$ cat src/rtl/serial_adder_ctrl_if.sv
// Request/result bundle between a requester and the bit-serial adder controller.
// The master drives the operands and start; the slave returns busy/done and the result.
interface serial_adder_ctrl_if #(
    parameter int WIDTH = 8
);
    logic             start;
    logic [WIDTH-1:0] a;
    logic [WIDTH-1:0] b;
    logic             cin;
    logic             busy;
    logic             done;
    logic [WIDTH-1:0] sum;
    logic             cout;

    modport master (
        output start, a, b, cin,
        input  busy, done, sum, cout
    );

    modport slave (
        input  start, a, b, cin,
        output busy, done, sum, cout
    );
endinterface

$ cat src/rtl/serial_adder_ctrl.sv
// Bit-serial adder: one full-adder cell is stepped LSB-first over WIDTH cycles,
// with the result bits shifted into the sum register from the MSB end.
module full_adder (
    input  logic i_a,
    input  logic i_b,
    input  logic i_c,
    output logic o_s,
    output logic o_c
);
    assign o_s = i_a ^ i_b ^ i_c;
    assign o_c = (i_a & i_b) | (i_c & (i_a ^ i_b));
endmodule

module serial_adder_ctrl #(
    parameter int WIDTH = 8
) (
    input  logic              i_clk,
    input  logic              i_rst,
    serial_adder_ctrl_if.slave bus
);
    localparam int                CNT_W    = $clog2(WIDTH);
    localparam logic [CNT_W-1:0]  CNT_LAST = CNT_W'(WIDTH - 1);

    typedef enum logic [1:0] {
        ST_IDLE = 2'd0,
        ST_RUN  = 2'd1,
        ST_DONE = 2'd2
    } state_t;

    state_t           r_state;
    logic [WIDTH-1:0] r_a_sh;
    logic [WIDTH-1:0] r_b_sh;
    logic             r_carry;
    logic [CNT_W-1:0] r_cnt;
    logic [WIDTH-1:0] r_sum;
    logic             r_cout;
    logic             r_busy;
    logic             r_done;
    logic             w_s;
    logic             w_c;

    full_adder u_fa (
        .i_a (r_a_sh[0]),
        .i_b (r_b_sh[0]),
        .i_c (r_carry),
        .o_s (w_s),
        .o_c (w_c)
    );

    // Sequencer: capture on start, step the slice WIDTH times, pulse done once.
    always_ff @(posedge i_clk) begin
        if (i_rst) begin
            r_state <= ST_IDLE;
            r_a_sh  <= '0;
            r_b_sh  <= '0;
            r_carry <= 1'b0;
            r_cnt   <= '0;
            r_sum   <= '0;
            r_cout  <= 1'b0;
            r_busy  <= 1'b0;
            r_done  <= 1'b0;
        end else begin
            case (r_state)
                ST_IDLE: begin
                    r_done <= 1'b0;
                    if (bus.start) begin
                        r_a_sh  <= bus.a;
                        r_b_sh  <= bus.b;
                        r_carry <= bus.cin;
                        r_cnt   <= '0;
                        r_busy  <= 1'b1;
                        r_state <= ST_RUN;
                    end else begin
                        r_busy  <= 1'b0;
                    end
                end
                ST_RUN: begin
                    r_sum   <= {w_s, r_sum[WIDTH-1:1]};
                    r_a_sh  <= {1'b0, r_a_sh[WIDTH-1:1]};
                    r_b_sh  <= {1'b0, r_b_sh[WIDTH-1:1]};
                    r_carry <= w_c;
                    r_busy  <= 1'b1;
                    // The last step's carry is the operation's carry out.
                    if (r_cnt == CNT_LAST) begin
                        r_cout  <= w_c;
                        r_done  <= 1'b1;
                        r_state <= ST_DONE;
                    end else begin
                        r_cnt   <= r_cnt + CNT_W'(1);
                        r_done  <= 1'b0;
                    end
                end
                ST_DONE: begin
                    r_done  <= 1'b0;
                    r_busy  <= 1'b0;
                    r_state <= ST_IDLE;
                end
                default: begin
                    r_done  <= 1'b0;
                    r_busy  <= 1'b0;
                    r_state <= ST_IDLE;
                end
            endcase
        end
    end

    assign bus.busy = r_busy;
    assign bus.done = r_done;
    assign bus.sum  = r_sum;
    assign bus.cout = r_cout;
endmodule
$ cat src/flat_wrapper.sv
// flat-port wrapper written by rule: the top's interface ports become plain ports
module serial_adder_ctrl_flat 
#(
    parameter int WIDTH = 8
)
  (i_clk, i_rst, bus_start, bus_a, bus_b, bus_cin, bus_busy, bus_done, bus_sum, bus_cout);
  serial_adder_ctrl_if #(.WIDTH(WIDTH)) bus_i ();
  input  logic i_clk;
  input  logic i_rst;
  input wire logic [$bits(bus_i.start)-1:0] bus_start;
  input wire logic [$bits(bus_i.a)-1:0] bus_a;
  input wire logic [$bits(bus_i.b)-1:0] bus_b;
  input wire logic [$bits(bus_i.cin)-1:0] bus_cin;
  output wire logic [$bits(bus_i.busy)-1:0] bus_busy;
  output wire logic [$bits(bus_i.done)-1:0] bus_done;
  output wire logic [$bits(bus_i.sum)-1:0] bus_sum;
  output wire logic [$bits(bus_i.cout)-1:0] bus_cout;
  assign bus_i.start = bus_start;
  assign bus_i.a = bus_a;
  assign bus_i.b = bus_b;
  assign bus_i.cin = bus_cin;
  assign bus_busy = bus_i.busy;
  assign bus_done = bus_i.done;
  assign bus_sum = bus_i.sum;
  assign bus_cout = bus_i.cout;
  serial_adder_ctrl #(.WIDTH(WIDTH)) u_core (.i_clk(i_clk), .i_rst(i_rst), .bus(bus_i));
endmodule
$ cat config.mk
export PLATFORM = sky130hd
export DESIGN_NAME = serial_adder_ctrl_flat
export DESIGN_NICKNAME = d
export VERILOG_FILES = /design/src/rtl/serial_adder_ctrl_if.sv /design/src/rtl/serial_adder_ctrl.sv /design/src/flat_wrapper.sv
export SDC_FILE = /design/constraint.sdc
export NUM_CORES = 1
export LEC_CHECK = 0
export ABC_AREA = 1
export ABC_CLOCK_PERIOD_IN_PS = 1370
export CAP_MARGIN = 20
export CORE_MARGIN = 1
export CORE_UTILIZATION = 45
export CTS_CLUSTER_SIZE = 14
export DETAILED_ROUTE_END_ITERATION = 7
export GPL_TIMING_DRIVEN = 1
export PLACE_DENSITY = 0.81
export RECOVER_POWER = 100
export SLEW_MARGIN = 20
export SYNTH_ARGS = -nofsm -noshare
export SYNTH_HDL_FRONTEND = slang
export SYNTH_SLANG_ARGS = --single-unit
$ cat constraint.sdc
create_clock -name i_clk -period 1.37 [get_ports i_clk]
set_input_delay 0.137 -clock i_clk [delete_from_list [all_inputs] [get_ports i_clk]]
set_output_delay 0.137 -clock i_clk [all_outputs]
set_load 0.005 [all_outputs]
# == Word-level counts from Yosys, hierarchy flattened ==
# Index checks and enable logic that the tools add are counted.
# Widths: inputs -> output; s select.
# totals
reg_bits,33
in_bits,20
wordCells,43
# op_classes
n_addsub,1
eq_ne,5
muxes,15
n_bitwise,6
reduce_logical,7
# op_table
operator,count
$pmux 8 s2,2
$mux 8,2
$mux 3,2
$pmux 3 s2,1
$reduce_and 2->1,3
$mux 2,2
$ne 2x2->1 const B,2
$pmux 1 s2,2
$pmux 2 s2,1
$add 3x1->3 const B,1
$eq 3x3->1 const B,1
$mux 1,3
$reduce_and 3->1,1
$and 1x1->1,2
$eq 2x1->1 const B,1
$logic_not 2->1,1
$ne 2x1->1 const B,1
$reduce_bool 2->1,1
$reduce_or 2->1,1
$xor 1x1->1,2
$not 1->1,1
$or 1x1->1,1

# == Logic depth before layout (Yosys ltp) ==
# Gate-level depths: netlist (run 1).
# logic_depth
ltp_word,4
ltp_mapped,7
mapped_depth_nobuf,6

# == Hierarchy ==
# A second synthesis (run 1) with hierarchy kept.
# unflattened
cells_unflattened,235
hier_area_um2,1502.7
# by_module_without_submodules
mod,instances,cells_each,area_each_um2,seq_area_each_um2
serial_adder_ctrl,1,234,1482.7,660.6
full_adder,1,1,20.0,0.0

# == Least setup slack after synthesis (run 1) ==
# OpenSTA, ideal clock, no wires.
# synth_timing
path_type,reg-to-reg
startpoint,register u_core.r_cnt[0]
endpoint,register u_core.r_cnt[1]
arrival_ps,1019
slack_ps,238
stages_incl_launch_ff,7
path_buffers,0
period_less_slack_ps,1132
cell_sequence,dfxtp_1 -> ha_1 -> ha_1 -> a21oi_1 -> nand2_1 -> nor2_1 -> nor2_1
# synth_between
elab_chain_len,3
# synth_lines
item,line_no,source
"start, declared",serial_adder_ctrl.sv:34,logic [CNT_W-1:0] r_cnt;
"start signal, assigned",serial_adder_ctrl.sv:89,r_cnt <= r_cnt + CNT_W'(1);
$add 3x1->3 or $eq 3x3->1 (tied branches),"serial_adder_ctrl.sv:89, serial_adder_ctrl.sv:84",
$mux 3 or $ne 2x2->1 (tied branches),--,
$pmux 3 s2 or $reduce_and 3->1 (tied branches),--,
# Parallel ways exist; a longest one is shown, timed or not. The select of a mux whose other input is x is not followed.
# A chain may end at the register's enable or synchronous reset.

# == Final worst setup path (run 1) ==
# layout_timing
startpoint,"register u_core.r_sum[2], in the netlist u_core.bus.sum[2]"
endpoint,output port bus_sum[2]
# layout_rtl
item,line_no,source
"start, declared",serial_adder_ctrl.sv:35,logic [WIDTH-1:0] r_sum;
"start signal, assigned",serial_adder_ctrl.sv:78,"r_sum <= {w_s, r_sum[WIDTH-1:1]};"
"end, declared",flat_wrapper.sv:16,output wire logic [$bits(bus_i.sum)-1:0] bus_sum;
# No word-level cell between the ends.

==> results of run 1 <==
-- cell type report --
| cell class | count | area [sq um] | area share (%) |
|---|---|---|---|
| multi-input combinational | 169 | 714 | 36.5 |
| inverter | 24 | 90.1 | 4.61 |
| clock buffer | 7 | 55.1 | 2.82 |
| tap | 44 | 55.1 | 2.82 |
| timing repair buffer | 36 | 370 | 18.9 |
| sequential | 33 | 671 | 34.3 |
-- stage by stage --
stage          std cells  instance area [sq um]  hold WS, ns  total power [mW]
2_1_floorplan        235                   1500        0.206              1.31
3_3_place_gp         306                   1880        0.451              1.47
3_5_place_dp         306                   1880        0.452              1.48
4_1_cts              313                   1940        0.390              2.03
5_1_grt              313                   1960        0.401              2.14
6_report             313                   1960        0.402              2.01
-- worst max path at each step --
stage / to / slack (ns) / from / depth (start not counted)
6_report: bus_sum[2] / 0.06 / u_core.bus.sum[2]$_SDFFE_PP0N_ / 1
5_1_grt: u_core.r_cnt[2]$_SDFFE_PP0P_ / -0.0009 / u_core.r_cnt[0]$_SDFFE_PP0P_ / 6
4_1_cts: bus_sum[7] / 0.008 / u_core.bus.sum[7]$_SDFFE_PP0N_ / 1
3_5_place_dp: u_core.r_a_sh[0]$_SDFFE_PP0P_ / 0.1 / bus_start / 6
3_3_place_gp: u_core.r_b_sh[3]$_SDFFE_PP0P_ / 0.13 / bus_start / 6
2_1_floorplan: u_core.r_cnt[1]$_SDFFE_PP0P_ / 0.24 / u_core.r_cnt[0]$_SDFFE_PP0P_ / 6
-- per-layer routing --
layer	up-vias	share of wire, %	track usage (%)
met5	-	0	0
met4	0	1.9	9.63
met3	5	5.1	6.49
met2	36	44	29.4
met1	585	48	22.2
li1	765	-	-
-- power breakdown --
group	switching, mW	internal (mW)	leakage [nW]
Combinational	0.188	0.193	0.619
Clock	0.311	0.242	0.0314
Sequential	0.0418	1.03	0.275
-- placed cells by master, fill, tap and decap left out, types with 2 or more instances in the layout --
master,netlist,layout
o21ai_0,8,9
a21oi_1,3,2
nand2_1,87,86
clkbuf_4,0,5
nor2_1,59,59
nand3_1,5,5
ha_1,2,2
dfxtp_2,0,8
buf_12,0,2
clkdlybuf4s50_1,0,30
dfxtp_1,33,25
inv_1,22,23
buf_4,1,4
-- cells by family after synthesis --
group                    Yosys count
flip-flops                        33
buffers and inverters             33
adder cells (fa/ha/maj)            3
AND/OR/NAND/NOR                  154
AO/OA/AOI/OAI                     12
-- state kept, by name, summed over array words and instances (netlist names) --
signal	cells
u_core.bus.sum	8
u_core.r_a_sh	8
u_core.r_b_sh	8
u_core.r_cnt	3
u_core.r_state	2
u_core.bus.busy	1
u_core.bus.cout	1
u_core.bus.done	1
u_core.r_carry	1
-- timing repair --
action                                  CTS  global route
gates resized for setup                   0            11
hold buffers                              0             0
endpoints found under the setup margin    0            10
==> reports/summary.txt, run 1 <==
status = complete, no violations
Lkg Pwr = 0.925 nW
# setup viols final = 0
Post-synth ARST share = 0%
Req. time, crit path = 1.23 ns
Top Ports = 31
main area contributors after synthesis = dfxtp_1, nand2_1, nor2_1
Critical Path End Type = output pin
Final period util = 95.9%
initial antenna violation count = 0
height of the die = 59.8 um
Seq/Total Area, Yosys = 44.0%
CP cell instances = clkdlybuf4s50_1
Vias = 1391
final hold vios = 0
count leader, synth = nand2_1
Synth Instances = 235
Worst EP arrival = 1.18 ns
Rows = 20
Starting DRT DRC Count = 82
Num CTS Buffers = 5
core area = 3100 sq um
hold path start = bus_a[7]
synthesized area = 1500 sq um
Area Overhead vs Synth = 30.1%
synth unique cells = 18
HP Class = in -> reg
gr usage total = 18.6%
WHS Path Cells = 3
Worst Skew = 0.00427 ns
# port buffers = 30
Hold Path End = u_core.r_a_sh[7]$_SDFFE_PP0P_
Setup Buffers After CTS = 0
Max Fclk = 761 MHz
diodes inserted = 0
FF-to-FF setup slack = 0.12 ns
slowest stage delay, CP = 0.50 ns
area leader, netlist = dfxtp_1
reg2reg start = u_core.r_cnt[0]$_SDFFE_PP0P_
Post-synth top cells = nand2_1, nor2_1, dfxtp_1
grt total ovfl = 0
Compound-Gate Fraction of Synth Area = 4.25%
CTS HTree Levels = 2
placer congestion estimate = 0.753
Worst R2R End = u_core.r_cnt[2]$_SDFFE_PP0P_
Tmin final = 1.31 ns
post-DR vias/cell = 4.44
Setup TNS Final = 0 ns
vias in the first global route = 1216
synth warn = 0
Clock Path Buffers = 2
later-pin clock latency in the skew report = 0.34 ns
DP Wirelength = 1920 um
maxcap violations = 0
post-route setup slack = 0.0567 ns
Clk pin slew, worst setup/hold paths = 0.09 ns
Worst path top cell family by delay = buffers and inverters
mux cell area share after synthesis = 0%
PwrDens = 1030 nW/um^2
Synth Area in Simple Gates = 39.8%
layout cells sized above 1 = 8.92%
final core occ = 63.0%
clock sinks = 33
Synth Register Bits = 33
Routed WL per cell = 9.22 um
setup slack at placement = 0.0956 ns
Nets = 292
number of synthesized flops with an enable pin = 0
normalized max-slew margin = 77.6%
Worst-Margin Slew = 0.333 ns
XOR/XNOR Fraction of Synth Area = 0%
routed wire length = 2890 um
die width = 59.8 um
largest net degree at the start of global routing = 34
area fraction of the dominant cell type after synthesis = 44.0%
Worst VDD drop = 0.000643 V
combinational family with the most area after synthesis = simple AND/OR/NAND/NOR gates
Residual DRC = 0
Synth Net Count = 258
ys flop type = dfxtp_1
CTS tree = built
slowest cell on the critical path = clkdlybuf4s50_1
Crit Path Class = reg -> out
Post-Synth Adder-Cell Area = 3.00%
CP Max Fanout = 3
Detailed Routing Iterations Pass 1 = 4
CTS root buf = clkbuf_4
R2R depth = 6
first-pass GRT wire length = 4900 um
Avg Synthesized Cell Area = 6.39 sq um
Initial Utilization = 48.4%
CP Launch Type = flop
layout filler cell count = 310
Die ar. = 3570 sq um
Final ANT Viol Nets = 0
crit path buf inv count = 1
final-report max-slew violation count = 0
Power figures use the tool's default switching activity.
==> run 2, diff against run 1 <==
Settings changed: CTS_CLUSTER_SIZE 14 to not set, SLEW_MARGIN 20 to 0.
==> results of run 2 <==
The final DEF is identical to that of run 1; final timing and power are the same.
==> run 3, diff against run 2 <==
Settings changed: PLACE_DENSITY 0.81 to 0.73.
==> run 3 against run 2 <==
Final area grew 1.3%. Final cell count grew 1.6%. Sequential power is essentially flat. Routed wire length grew 4.1%. Largest power group unchanged.
==> reports/summary.txt, run 3 (same netlist as run 1, synthesis figures left out) <==
Worst Skew = 0.00592 ns (was 0.00427 ns)
CTS root buf = clkbuf_4 (unchanged)
grt total ovfl = 0 (unchanged)
later-pin clock latency in the skew report = 0.34 ns (about the same)
cell area after layout = 1980 sq um (was 1960 sq um)
normalized max-slew margin = 75.6% (was 77.6%)
# setup viols final = 0 (unchanged)
Inst Count DP = 309 (was 306)
Top Ports = 31 (unchanged)
CP Launch Type = flop (unchanged)
Num CTS Buffers = 5 (unchanged)
Final period util = 96.2% (was 95.9%)
PwrDens = 1000 nW/um^2 (was 1030 nW/um^2)
Setup TNS Final = 0 ns (unchanged)
Tmin final = 1.32 ns (was 1.31 ns)
clock sinks = 33 (unchanged)
Worst-Margin Slew = 0.362 ns (was 0.333 ns)
total chip power = 1.99 mW (was 2.01 mW)
Routed WL per cell = 9.45 um (was 9.22 um)
Initial Utilization = 48.4% (unchanged)
final-report max-slew violation count = 0 (unchanged)
CP Max Fanout = 3 (unchanged)
placed inst area = 1920 sq um (was 1880 sq um)
gr usage total = 19.1% (was 18.6%)
Clk pin slew, worst setup/hold paths = 0.09 ns (about the same)
Final ANT Viol Nets = 0 (unchanged)
vias in the first global route = 1198 (was 1216)
post-route setup slack = 0.0520 ns (was 0.0567 ns)
layout filler cell count = 307 (was 310)
diodes inserted = 0 (unchanged)
Req. time, crit path = 1.23 ns (about the same)
core area = 3100 sq um (unchanged)
hold buffer count at CTS = 0 (unchanged)
worst hold slack = 0.395 ns (was 0.402 ns)
Die ar. = 3570 sq um (unchanged)
Rows = 20 (unchanged)
routed wire length = 3000 um (was 2890 um)
Worst path top cell family by delay = buffers and inverters (unchanged)
slowest cell on the critical path = clkdlybuf4s50_1 (unchanged)
Area Overhead vs Synth = 31.9% (was 30.1%)
Max Fclk = 759 MHz (was 761 MHz)
Starting DRT DRC Count = 82 (unchanged)
Nets = 296 (was 292)
height of the die = 59.8 um (unchanged)
DP Wirelength = 2010 um (was 1920 um)
# port buffers = 30 (unchanged)
RSZ-0062 raised after global routing = false
placer congestion estimate = 0.778 (was 0.753)
layout cells sized above 1 = 9.12% (was 8.92%)
Worst EP arrival = 1.18 ns (about the same)
CP cell instances = clkdlybuf4s50_1 (unchanged)
Lkg Pwr = 0.975 nW (was 0.925 nW)
most frequent cells in the layout = nand2_1, nor2_1, clkdlybuf4s50_1 (unchanged)
die width = 59.8 um (unchanged)
Multi-input gate area = 703 sq um (was 714 sq um)
first-pass GRT wire length = 4950 um (was 4900 um)
crit path buf inv count = 1 (unchanged)
post-DR vias/cell = 4.33 (was 4.44)
slowest stage delay, CP = 0.50 ns (about the same)
commonest non-fill, non-tap cell in the layout = nand2_1 (unchanged)
Detailed Routing Iterations Pass 1 = 4 (unchanged)
Critical Path End Type = output pin (unchanged)
largest net degree at the start of global routing = 34 (unchanged)
Final Non-Filler Cells = 318 (was 313)
Register Area = 669 sq um (was 671 sq um)
HP Class = in -> reg (unchanged)
CTS HTree Levels = 2 (unchanged)
setup slack at placement = 0.116 ns (was 0.0956 ns)
Worst VDD drop = 0.000754 V (was 0.000643 V)
final hold vios = 0 (unchanged)
Crit Path Class = reg -> out (unchanged)
initial antenna violation count = 0 (unchanged)
final core occ = 63.9% (was 63.0%)
status = complete, no violations (unchanged)
CTS tree = built (unchanged)
Clock Path Buffers = 2 (unchanged)
Vias = 1377 (was 1391)
maxcap violations = 0 (unchanged)
Residual DRC = 0 (unchanged)
[run 3: final cells by class]
class | instances | share of cell area [%]
multi-input cells | 169 | 35.5
flip-flops and latches | 33 | 33.8
repair buffers | 40 | 21.0
inverters | 24 | 4.55
well taps | 44 | 2.78
clock buffers | 8 | 2.46
[run 3: path summary, 6_finish.rpt]
check,from,endpoint,slack [ns],cells after the start
setup / recovery,u_core.bus.sum[7]$_SDFFE_PP0N_,bus_sum[7],0.05,1
hold reg to reg,u_core.r_a_sh[7]$_SDFFE_PP0P_,u_core.r_a_sh[7]$_SDFFE_PP0P_,0.47,2
setup reg to reg,u_core.r_cnt[0]$_SDFFE_PP0P_,u_core.r_cnt[2]$_SDFFE_PP0P_,0.10,6
hold / removal,bus_a[7],u_core.r_a_sh[7]$_SDFFE_PP0P_,0.39,3
[run 3: timing repair]
item | CTS | global route
endpoints found under the hold margin | 0 | 0
endpoints found under the setup margin | 0 | 10
resized for setup | 0 | 12
setup buffers | 0 | 1
[run 3: metal layers]
metal  part of all wire [%]  GRT usage, %  up-vias
met5                      0             0        -
met4                    1.8          6.98        0
met3                    5.0          7.79        6
met2                     45          31.1       28
met1                     48          22.4      573
li1                       -             -      770
[run 3: where the power goes]
group	leakage, nW	switching [mW]	internal [mW]
Sequential	0.275	0.0397	1.03
Combinational	0.673	0.196	0.204
Clock	0.0265	0.312	0.204
